### config.mk
export PLATFORM = sky130hd
export DESIGN_NAME = gmii_tx_framer_flat
export DESIGN_NICKNAME = d
export VERILOG_FILES = /design/src/rtl/gmii_tx_framer_if.sv /design/src/rtl/gmii_tx_framer.sv /design/src/flat_wrapper.sv
export SDC_FILE = /design/constraint.sdc
export NUM_CORES = 1
export LEC_CHECK = 0
export CORE_MARGIN = 10
export CORE_UTILIZATION = 56
export CTS_BUF_LIST = sky130_fd_sc_hd__clkbuf_4 sky130_fd_sc_hd__clkbuf_8 sky130_fd_sc_hd__clkbuf_16
export DETAILED_ROUTE_END_ITERATION = 10
export PLACE_DENSITY = 0.79
export SETUP_SLACK_MARGIN = 0.1
export SLEW_MARGIN = 10
export SYNTH_ARGS = -nofsm -noshare
export SYNTH_HDL_FRONTEND = slang
export SYNTH_SLANG_ARGS = --single-unit
### constraint.sdc
create_clock -name clk -period 2.8 [get_ports clk]
set_input_delay 0.42 -clock clk [delete_from_list [all_inputs] [get_ports clk]]
set_output_delay 0.42 -clock clk [all_outputs]
set_load 0.05 [all_outputs]
### src/rtl/gmii_tx_framer_if.sv
// Byte-stream handshake bundle feeding the GMII transmit framer.
// master: the byte source; slave: the framer that consumes the bytes.
interface gmii_tx_framer_if;
    logic [7:0] s_data;
    logic       s_valid;
    logic       s_last;
    logic       s_err;
    logic       s_ready;

    modport master (
        output s_data,
        output s_valid,
        output s_last,
        output s_err,
        input  s_ready
    );

    modport slave (
        input  s_data,
        input  s_valid,
        input  s_last,
        input  s_err,
        output s_ready
    );
endinterface

### src/rtl/gmii_tx_framer.sv
// GMII transmit framer: preamble, SFD, payload, optional pad, CRC-32 FCS, IFG.
// Optional feature macro: GMII_TX_PAD_EN (pads short frames with 0x00 up to MIN_FRAME bytes).
// The state register names what will be loaded into the registered GMII outputs at the
// next edge, so every GMII output lags its state by one cycle; s_ready is decoded
// directly from the state so it is stable for a whole cycle.
module gmii_tx_framer #(
    parameter int PREAMBLE_LEN = 7,
    parameter int IFG_LEN      = 12,
    parameter int MIN_FRAME    = 60,
    parameter int CNT_W        = 16
) (
    input  logic             clk,
    input  logic             rst,
    gmii_tx_framer_if.slave  s_if,
    input  logic             config_busy,
    output logic [7:0]       gmii_data,
    output logic             gmii_valid,
    output logic             gmii_err,
    output logic [CNT_W-1:0] tx_frames,
    output logic [CNT_W-1:0] tx_underruns
);

    typedef enum logic [3:0] {
        ST_IDLE  = 4'd0,
        ST_PRE   = 4'd1,
        ST_SFD   = 4'd2,
        ST_PAY   = 4'd3,
`ifdef GMII_TX_PAD_EN
        ST_PAD   = 4'd4,
`endif
        ST_FCS   = 4'd5,
        ST_ABORT = 4'd6,
        ST_DRAIN = 4'd7,
        ST_IFG   = 4'd8
    } state_t;

    localparam logic [15:0] PRE_B = 16'(PREAMBLE_LEN);
    localparam logic [15:0] IFG_B = 16'(IFG_LEN);
    localparam logic [31:0] CRC_INIT = 32'hFFFF_FFFF;

    state_t             r_state;
    state_t             w_state_next;
    logic [15:0]        r_cnt;
    logic [15:0]        w_cnt_next;
    logic [31:0]        r_crc;
    logic [31:0]        w_crc_next;
    logic [31:0]        w_fcs;
    logic [7:0]         r_gmii_data;
    logic [7:0]         w_gmii_data_next;
    logic               r_gmii_valid;
    logic               w_gmii_valid_next;
    logic               r_gmii_err;
    logic               w_gmii_err_next;
    logic [CNT_W-1:0]   r_frames;
    logic [CNT_W-1:0]   w_frames_next;
    logic [CNT_W-1:0]   r_underruns;
    logic [CNT_W-1:0]   w_underruns_next;
    logic               w_ready;

`ifdef GMII_TX_PAD_EN
    localparam logic [15:0] MIN_B = 16'(MIN_FRAME);
    logic [15:0]        r_byte_cnt;
    logic [15:0]        w_byte_cnt_next;
    logic [15:0]        w_byte_inc;

    // saturating payload+pad byte count, used only for the pad decision
    assign w_byte_inc = (r_byte_cnt == 16'hFFFF) ? r_byte_cnt : r_byte_cnt + 16'd1;
`endif

    // reflected CRC-32 (poly 0x04C11DB7 -> 0xEDB88320), one byte per call
    function automatic logic [31:0] crc32_byte(input logic [31:0] crc, input logic [7:0] d);
        logic [31:0] c;
        c = crc ^ {24'h0, d};
        for (int i = 0; i < 8; i++) begin
            c = c[0] ? ((c >> 1) ^ 32'hEDB8_8320) : (c >> 1);
        end
        return c;
    endfunction

    assign w_fcs = ~r_crc;

    // state register
    always_ff @(posedge clk) begin
        if (rst) begin
            r_state <= ST_IDLE;
        end else begin
            r_state <= w_state_next;
        end
    end

    // next-state decode; in PAY s_ready is high, so s_valid alone means a byte is taken
    always_comb begin
        w_state_next = r_state;
        case (r_state)
            ST_IDLE:  if (s_if.s_valid && !config_busy)
                          w_state_next = (PRE_B <= 16'd1) ? ST_SFD : ST_PRE;
            ST_PRE:   if (r_cnt + 16'd2 >= PRE_B) w_state_next = ST_SFD;
            ST_SFD:   w_state_next = ST_PAY;
            ST_PAY: begin
                if (!s_if.s_valid) begin
                    w_state_next = ST_ABORT;
                end else if (s_if.s_last) begin
`ifdef GMII_TX_PAD_EN
                    w_state_next = (w_byte_inc < MIN_B) ? ST_PAD : ST_FCS;
`else
                    w_state_next = ST_FCS;
`endif
                end
            end
`ifdef GMII_TX_PAD_EN
            ST_PAD:   if (w_byte_inc >= MIN_B) w_state_next = ST_FCS;
`endif
            ST_FCS:   if (r_cnt == 16'd3) w_state_next = ST_IFG;
            ST_ABORT: w_state_next = ST_DRAIN;
            ST_DRAIN: if (s_if.s_valid && s_if.s_last) w_state_next = ST_IFG;
            ST_IFG:   if (r_cnt == IFG_B - 16'd1) w_state_next = ST_IDLE;
            default:  w_state_next = ST_IDLE;
        endcase
    end

    // output / datapath decode: values the GMII registers take at the next edge
    always_comb begin
        w_gmii_data_next  = 8'h00;
        w_gmii_valid_next = 1'b0;
        w_gmii_err_next   = 1'b0;
        w_crc_next        = r_crc;
        w_frames_next     = r_frames;
        w_underruns_next  = r_underruns;
        w_cnt_next        = (w_state_next != r_state) ? 16'd0 : r_cnt + 16'd1;
        w_ready           = (r_state == ST_PAY) || (r_state == ST_DRAIN);
`ifdef GMII_TX_PAD_EN
        w_byte_cnt_next   = r_byte_cnt;
`endif
        case (r_state)
            ST_IDLE: begin
                w_crc_next = CRC_INIT;
`ifdef GMII_TX_PAD_EN
                w_byte_cnt_next = 16'd0;
`endif
                if (w_state_next != ST_IDLE) begin
                    w_gmii_data_next  = 8'h55;
                    w_gmii_valid_next = 1'b1;
                end
            end
            ST_PRE: begin
                w_gmii_data_next  = 8'h55;
                w_gmii_valid_next = 1'b1;
            end
            ST_SFD: begin
                w_gmii_data_next  = 8'hD5;
                w_gmii_valid_next = 1'b1;
            end
            ST_PAY: begin
                w_gmii_valid_next = 1'b1;
                if (s_if.s_valid) begin
                    w_gmii_data_next = s_if.s_data;
                    w_gmii_err_next  = s_if.s_err;
                    w_crc_next       = crc32_byte(r_crc, s_if.s_data);
`ifdef GMII_TX_PAD_EN
                    w_byte_cnt_next  = w_byte_inc;
`endif
                end else begin
                    // underrun: one errored 0x00 byte poisons the frame on the wire
                    w_gmii_err_next  = 1'b1;
                    w_underruns_next = r_underruns + CNT_W'(1);
                end
            end
`ifdef GMII_TX_PAD_EN
            ST_PAD: begin
                w_gmii_valid_next = 1'b1;
                w_crc_next        = crc32_byte(r_crc, 8'h00);
                w_byte_cnt_next   = w_byte_inc;
            end
`endif
            ST_FCS: begin
                w_gmii_valid_next = 1'b1;
                case (r_cnt[1:0])
                    2'd0:    w_gmii_data_next = w_fcs[7:0];
                    2'd1:    w_gmii_data_next = w_fcs[15:8];
                    2'd2:    w_gmii_data_next = w_fcs[23:16];
                    default: w_gmii_data_next = w_fcs[31:24];
                endcase
                if (r_cnt == 16'd3) w_frames_next = r_frames + CNT_W'(1);
            end
            default: begin
            end
        endcase
    end

    // datapath and registered GMII outputs
    always_ff @(posedge clk) begin
        if (rst) begin
            r_cnt        <= 16'd0;
            r_crc        <= CRC_INIT;
            r_gmii_data  <= 8'h00;
            r_gmii_valid <= 1'b0;
            r_gmii_err   <= 1'b0;
            r_frames     <= '0;
            r_underruns  <= '0;
`ifdef GMII_TX_PAD_EN
            r_byte_cnt   <= 16'd0;
`endif
        end else begin
            r_cnt        <= w_cnt_next;
            r_crc        <= w_crc_next;
            r_gmii_data  <= w_gmii_data_next;
            r_gmii_valid <= w_gmii_valid_next;
            r_gmii_err   <= w_gmii_err_next;
            r_frames     <= w_frames_next;
            r_underruns  <= w_underruns_next;
`ifdef GMII_TX_PAD_EN
            r_byte_cnt   <= w_byte_cnt_next;
`endif
        end
    end

    assign s_if.s_ready = w_ready;
    assign gmii_data    = r_gmii_data;
    assign gmii_valid   = r_gmii_valid;
    assign gmii_err     = r_gmii_err;
    assign tx_frames    = r_frames;
    assign tx_underruns = r_underruns;

endmodule

### src/flat_wrapper.sv
// flat-port wrapper written by rule: the top's interface ports become plain ports
module gmii_tx_framer_flat 
#(
    parameter int PREAMBLE_LEN = 7,
    parameter int IFG_LEN      = 12,
    parameter int MIN_FRAME    = 60,
    parameter int CNT_W        = 16
)
  (clk, rst, config_busy, gmii_data, gmii_valid, gmii_err, tx_frames, tx_underruns, s_if_s_data, s_if_s_valid, s_if_s_last, s_if_s_err, s_if_s_ready);
  gmii_tx_framer_if s_if_i ();
  input  logic clk;
  input  logic rst;
  input  logic config_busy;
  output logic [7:0] gmii_data;
  output logic gmii_valid;
  output logic gmii_err;
  output logic [CNT_W-1:0] tx_frames;
  output logic [CNT_W-1:0] tx_underruns;
  input wire logic [$bits(s_if_i.s_data)-1:0] s_if_s_data;
  input wire logic [$bits(s_if_i.s_valid)-1:0] s_if_s_valid;
  input wire logic [$bits(s_if_i.s_last)-1:0] s_if_s_last;
  input wire logic [$bits(s_if_i.s_err)-1:0] s_if_s_err;
  output wire logic [$bits(s_if_i.s_ready)-1:0] s_if_s_ready;
  assign s_if_i.s_data = s_if_s_data;
  assign s_if_i.s_valid = s_if_s_valid;
  assign s_if_i.s_last = s_if_s_last;
  assign s_if_i.s_err = s_if_s_err;
  assign s_if_s_ready = s_if_i.s_ready;
  gmii_tx_framer #(.PREAMBLE_LEN(PREAMBLE_LEN), .IFG_LEN(IFG_LEN), .MIN_FRAME(MIN_FRAME), .CNT_W(CNT_W)) u_core (.clk(clk), .rst(rst), .s_if(s_if_i), .config_busy(config_busy), .gmii_data(gmii_data), .gmii_valid(gmii_valid), .gmii_err(gmii_err), .tx_frames(tx_frames), .tx_underruns(tx_underruns));
endmodule
# Word level (Yosys, flattened, before mapping)
# Index checks and enable logic that the tools add are counted.
# word_totals
rom_bits	0
word_cells	77
regBits	94
input_bits	14
latchBits	0
ramBits	0
output_inout_bits	43
mem_count	0
# op_classes
n_mux	25
bitwise_logic	12
order_cmp	1
n_eq_ne	13
shifts	0
add_sub_neg	4
div_mod_pow	0
mul	0
reduce_logical	14
# ops
operator	count
32-bit two-way mux	9
13-bit NOT with 14-bit output	8
32-bit case mux with 2 select lines	1
16-bit by 1-bit adder with 16-bit output (second input constant)	3
8-bit case mux with 5 select lines	1
32-bit NOT	1
4-bit case mux with 8 select lines	1
32-bit by 8-bit bitwise XOR with 32-bit output	1
4-bit two-way mux	7
8-bit case mux with 3 select lines	1
16-bit by 2-bit adder with 16-bit output (second input constant)	1
16-bit by 2-bit equality test with 1-bit output (second input constant)	1
16-bit by 4-bit equality test with 1-bit output (second input constant)	1
16-bit by 3-bit greater-or-equal comparator with 1-bit output (second input constant)	1
4-bit by 3-bit equality test with 1-bit output (second input constant)	3
4-bit by 2-bit equality test with 1-bit output (second input constant)	2
8-bit two-way mux	1
7-bit two-way mux	1
2-bit AND reduction	3
4-bit by 1-bit equality test with 1-bit output (second input constant)	1
4-bit equality test (second input constant)	1
4-bit zero test	1
4-bit inequality test	1
4-bit nonzero test	1
13 further kinds	17

# Logic depth before layout (Yosys ltp)
# logic_depth
ltp_word	19
ltp_mapped	9
depth_no_buf	7

# Least setup slack after synthesis
# Ideal clock, no wire load.
# synth_path
path_type	register -> register
startpoint	register u_core.r_cnt[0]
endpoint	register u_core.r_cnt[0]
path_buffers	2
arrival_time_ps	2115
period_less_slack_ps	2239
required_time_ps	2676
setup_time_ps	124
path_slack_ps	561
stages_incl_launch_ff	10
cell_sequence	dfxtp_1 > ha_1 > clkbuf_1 > nor4b_1 > nand4_1 > o21ai_0 > a41oi_1 > a21oi_2 > buf_2 > nor3b_1
# synth_between
elab_chain_cells	6
elab_cells_between_ends	11
classes_between	add/sub: 2; order compare: 1; eq/ne: 3; mux: 4; reduce/logical: 1
# synth_rtl
element	line_no	source
start, declared	gmii_tx_framer.sv:43	logic [15:0] r_cnt;
start signal, assigned	gmii_tx_framer.sv:204	r_cnt <= w_cnt_next;
16-bit by 2-bit adder with 16-bit output	gmii_tx_framer.sv:97	ST_PRE: if (r_cnt + 16'd2 >= PRE_B) w_state_next = ST_SFD;
16-bit by 3-bit greater-or-equal comparator with 1-bit output	gmii_tx_framer.sv:97	
4-bit two-way mux	gmii_tx_framer.sv:97	
4-bit case mux with 8 select lines	gmii_tx_framer.sv:94	case (r_state)
4-bit inequality test	gmii_tx_framer.sv:129	w_cnt_next = (w_state_next != r_state) ? 16'd0 : r_cnt + 16'd1;
2-bit OR reduction (no line)	-	
# Several ways; a longest one is shown, not always the timed one.
# A chain may end at the register's enable or synchronous reset.

# Final worst setup path
# layout_path
startpoint	register u_core.r_state[0]
endpoint	output port s_if_s_ready
# layout_between
elab_chain_cells	2
elab_cells_between_ends	3
classes_between	eq/ne: 2; reduce/logical: 1
# layout_rtl
element	line_no	source
start, declared	gmii_tx_framer.sv:41	state_t r_state;
start signal, assigned	gmii_tx_framer.sv:87	r_state <= w_state_next;
4-bit by 2-bit equality test with 1-bit output / 4-bit by 3-bit equality test with 1-bit output (equally long branches)	gmii_tx_framer.sv:130	w_ready = (r_state == ST_PAY) || (r_state == ST_DRAIN);
1-bit logical OR (*)	gmii_tx_framer.sv:130	
end, declared	flat_wrapper.sv:23	output wire logic [$bits(s_if_i.s_ready)-1:0] s_if_s_ready;
# Mark *: on every way between the ends. The rest lies on a longest branch, timed or not.

==> flow_metrics.tcl <==
set metrics [dict create \
    core-area_um2 9110 \
    cts_hold_buf 0 \
    async_reset_ff_frac 0 \
    library_cell_with_the_highest_instance_count_after_synthesis "sky130_fd_sc_hd__dfxtp_1" \
    maxSlewViolCount 0 \
    routabilityCongestion 0.919 \
    ios 57 \
    drtAntennaViolNets 0 \
    drt_iter0_drc 342 \
    clock_insertion_delay_worst_skew_ns 0.36 \
    crit_required_ns 2.38 \
    synth_largest_area_cell "sky130_fd_sc_hd__dfxtp_1" \
    setup_viol 0 \
    synth_largest_type_area_fraction 0.364 \
    viasPerCell 5.79 \
    clk_transition_reported_paths_ns 0.10 \
    syn_avg_cell_area_um2 8.90 \
    yosys.area_share.adder 0.0169 \
    grt_use_total 0.191 \
    chip_height_um 116 \
    crit_family "buffers and inverters" \
    crit_path_max_incr_delay_ns 0.83 \
    synthSimpleGateAreaFrac 0.237 \
    htree_num_levels 3 \
    worst_setup_path_end_kind "output pin" \
    crit_path_cell_trace "nand2_1, nor2_1, clkdlybuf4s50_1" \
    cts_repair_resize_count 0 \
    timing.critical_path.from_type "register" \
    post-place-cells 745 \
    insertedDiodeCount 0 \
    cts.path.max_buffers 2 \
    synthToLayoutAreaGrowth_pct 18.5 \
    fp.dieW_um 116 \
    overflow 0 \
    detailroute.wirelength.met2_um 5900 \
    max_freq_mhz 397 \
    grt_max_degree 43 \
    synth_mux_area_frac 0.00387 \
    synth_compound_gate_area_share 0.128 \
    net_total_in_the_final_layout 666 \
    synth_nets 602 \
    synth_edf_count 0 \
    tightest_slew_ns 0.762 \
    drt_drc_violations_left 0 \
    most_frequent_cells_after_synthesis "sky130_fd_sc_hd__dfxtp_1, sky130_fd_sc_hd__xnor2_1, sky130_fd_sc_hd__nor2_1" \
    max_slew_margin 0.492 \
    crit_type "register to output pin" \
    number_of_search_and_repair_iterations_in_the_first_detailed_routing_pass 5 \
    dr_total_vias 4408 \
    dieArea_um2 13500 \
    synth_xor_area_frac 0.220 \
    fillers 767 \
    synth.yosys.seq_area_share 0.364 \
    met3_wirelength_um 836 \
    power.density_cell_area_nw_per_um2 440 \
    final_period_minus_worst_setup_slack_ns 2.52 \
    worst_ep_arrival_time_ns 2.10 \
    detail_route.wirelength.met1_um 5860 \
    cts_made_buffers 9 \
    cts_tree "built" \
    outcome "finished, final reports clean" \
    finalWirelength_um 12800 \
    setup-tns-final_ns 0 \
    leakage_nw 2.08 \
    register_bit_count_reported_by_yosys 94 \
    place_worst_setup_slack_ns 0.267 \
    post_layout_nonfiller_instances 761 \
    root_buffer "sky130_fd_sc_hd__clkbuf_8" \
    final_hold_violation_count 0 \
    synthFlopType "sky130_fd_sc_hd__dfxtp_1" \
    hold_path.class "register to register" \
    wire_length_of_the_first_global_routing_pass_um 20900 \
    synth_cells 581 \
    post_route_cells_drive_above_1_share 0.0969 \
    rsz0062_at_grt "no" \
    synth_top_family_by_area "simple AND/OR/NAND/NOR gates" \
    final_critical_path_setup_slack_ns 0.283 \
    layout_worst_path_cycle_share 0.899 \
    wire_per_inst_um 16.8 \
    highest-signal-layer "met4" \
    initial_antenna_violation_count 0 \
    worst-path-buf-inv 1 \
    clkSinkCount 94 \
    yosys.cell_types.count 53 \
    placementRows 35 \
    crit_path_max_fanout 13 \
    netlist_top_cells_area "sky130_fd_sc_hd__dfxtp_1, sky130_fd_sc_hd__xnor2_1, sky130_fd_sc_hd__xor2_1" \
    syn-cell-area_um2 5170 \
    starting_density_of_the_core 0.568 \
    vdd_drop_max_mv 0.239 \
    dp_hpwl_um 9200 \
    grt_pass1_vias 4194 \
    place.port_buffers 56 \
    post_cts_setup_buffers 0 \
    clock-skew-final_ns 0.0135 \
    synth-warning-count 0 \
    max_cap_viol_count 0 \
    slowest_stage "sky130_fd_sc_hd__clkdlybuf4s50_1" \
]
## worst paths after layout
path | from | end | slack, ns | cells past startpoint
min reg2reg | u_core.tx_underruns[14] | u_core.tx_underruns[14] | 0.53 | 2
max | u_core.r_state[0] | s_if_s_ready | 0.28 | 3
min | u_core.tx_underruns[14] | u_core.tx_underruns[14] | 0.53 | 2
max reg2reg | u_core.r_cnt[1] | u_core.r_cnt[15] | 0.40 | 8
## flip-flops by register name (all words and copies together), names as in the netlist
signal               flops
u_core.r_crc            32
u_core.gmii_data         8
u_core.gmii_err          1
u_core.tx_frames        16
u_core.gmii_valid        1
u_core.r_cnt            16
u_core.r_state           4
u_core.tx_underruns     16
## metrics by stage
stage / total power, mW / util / instance area, um^2 / hold slack [ns]
after floorplan: 1.74 / - / 5170 / 0.480
after global placement: 1.89 / 0.654 / 5960 / 0.483
after detailed placement: 1.89 / 0.654 / 5960 / 0.500
after CTS: 2.72 / 0.673 / 6130 / 0.525
after global routing: 2.81 / 0.673 / 6130 / 0.546
final: 2.69 / 0.673 / 6130 / 0.526
## layout by cell type, fill, tap and decap left out, types with 4 or more instances in the layout
cell type and count:
sky130_fd_sc_hd__o21bai_1 4, sky130_fd_sc_hd__xor2_1 37, sky130_fd_sc_hd__and4_1 5, sky130_fd_sc_hd__and2_1 4
sky130_fd_sc_hd__nand3_1 22, sky130_fd_sc_hd__nor3_1 15, sky130_fd_sc_hd__nand4_1 21, sky130_fd_sc_hd__or3_1 4
sky130_fd_sc_hd__a211o_1 6, sky130_fd_sc_hd__clkdlybuf4s50_1 55, sky130_fd_sc_hd__nor2b_1 9, sky130_fd_sc_hd__clkbuf_8 9
sky130_fd_sc_hd__o21a_1 4, sky130_fd_sc_hd__dfxtp_1 94, sky130_fd_sc_hd__nand2_1 35, sky130_fd_sc_hd__o22ai_1 29
sky130_fd_sc_hd__buf_4 28, sky130_fd_sc_hd__nor3b_1 14, sky130_fd_sc_hd__and3_1 7, sky130_fd_sc_hd__o21ai_0 11
sky130_fd_sc_hd__xnor2_1 65, sky130_fd_sc_hd__o311ai_0 8, sky130_fd_sc_hd__inv_1 10, sky130_fd_sc_hd__a21oi_1 22
sky130_fd_sc_hd__nor2_1 48, sky130_fd_sc_hd__nand2b_1 23, sky130_fd_sc_hd__ha_1 7, sky130_fd_sc_hd__a31oi_1 4
## cell families (layout without fill, tap and decap cells)
logic type                 count (synthesis)  after routing
adders and majority gates                  7              7
xor gates and xnor gates                 112            112
DFF                                       94             94
muxes                                      2              2
buffers and inverters                     41            110
AOI/OAI and AO/OA                        100            100
and+or+nand+nor                          225            225
## layout make-up
type	instances	area, um^2	area share
well taps	111	139	0.0227
clock buffers	9	124	0.0202
repair buffers	84	766	0.125
clock inverters	7	48.8	0.00796
flip-flops and latches	94	1880	0.307
inverters	10	37.5	0.00612
multi-input cells	446	3130	0.511
## routing by layer
layer	up-vias	track usage
met1	2101	0.256
met5	-	0
li1	2161	-
met3	15	0.0360
met4	0	0.0550
met2	131	0.308
## worst min-delay path, cell delays in order (launching register included)
cell and delay, ns:
sky130_fd_sc_hd__dfxtp_1 0.34, sky130_fd_sc_hd__o21ai_0 0.08, sky130_fd_sc_hd__a21oi_1 0.06
## where the power goes
group / leakage, nW / switching, mW / internal, mW / total (mW)
combinational: 1.23 / 0.276 / 0.222 / 0.498
sequential: 0.760 / 0.0167 / 1.35 / 1.37
clock: 0.0898 / 0.501 / 0.326 / 0.827
No activity file was read; power rests on OpenSTA's default activity.
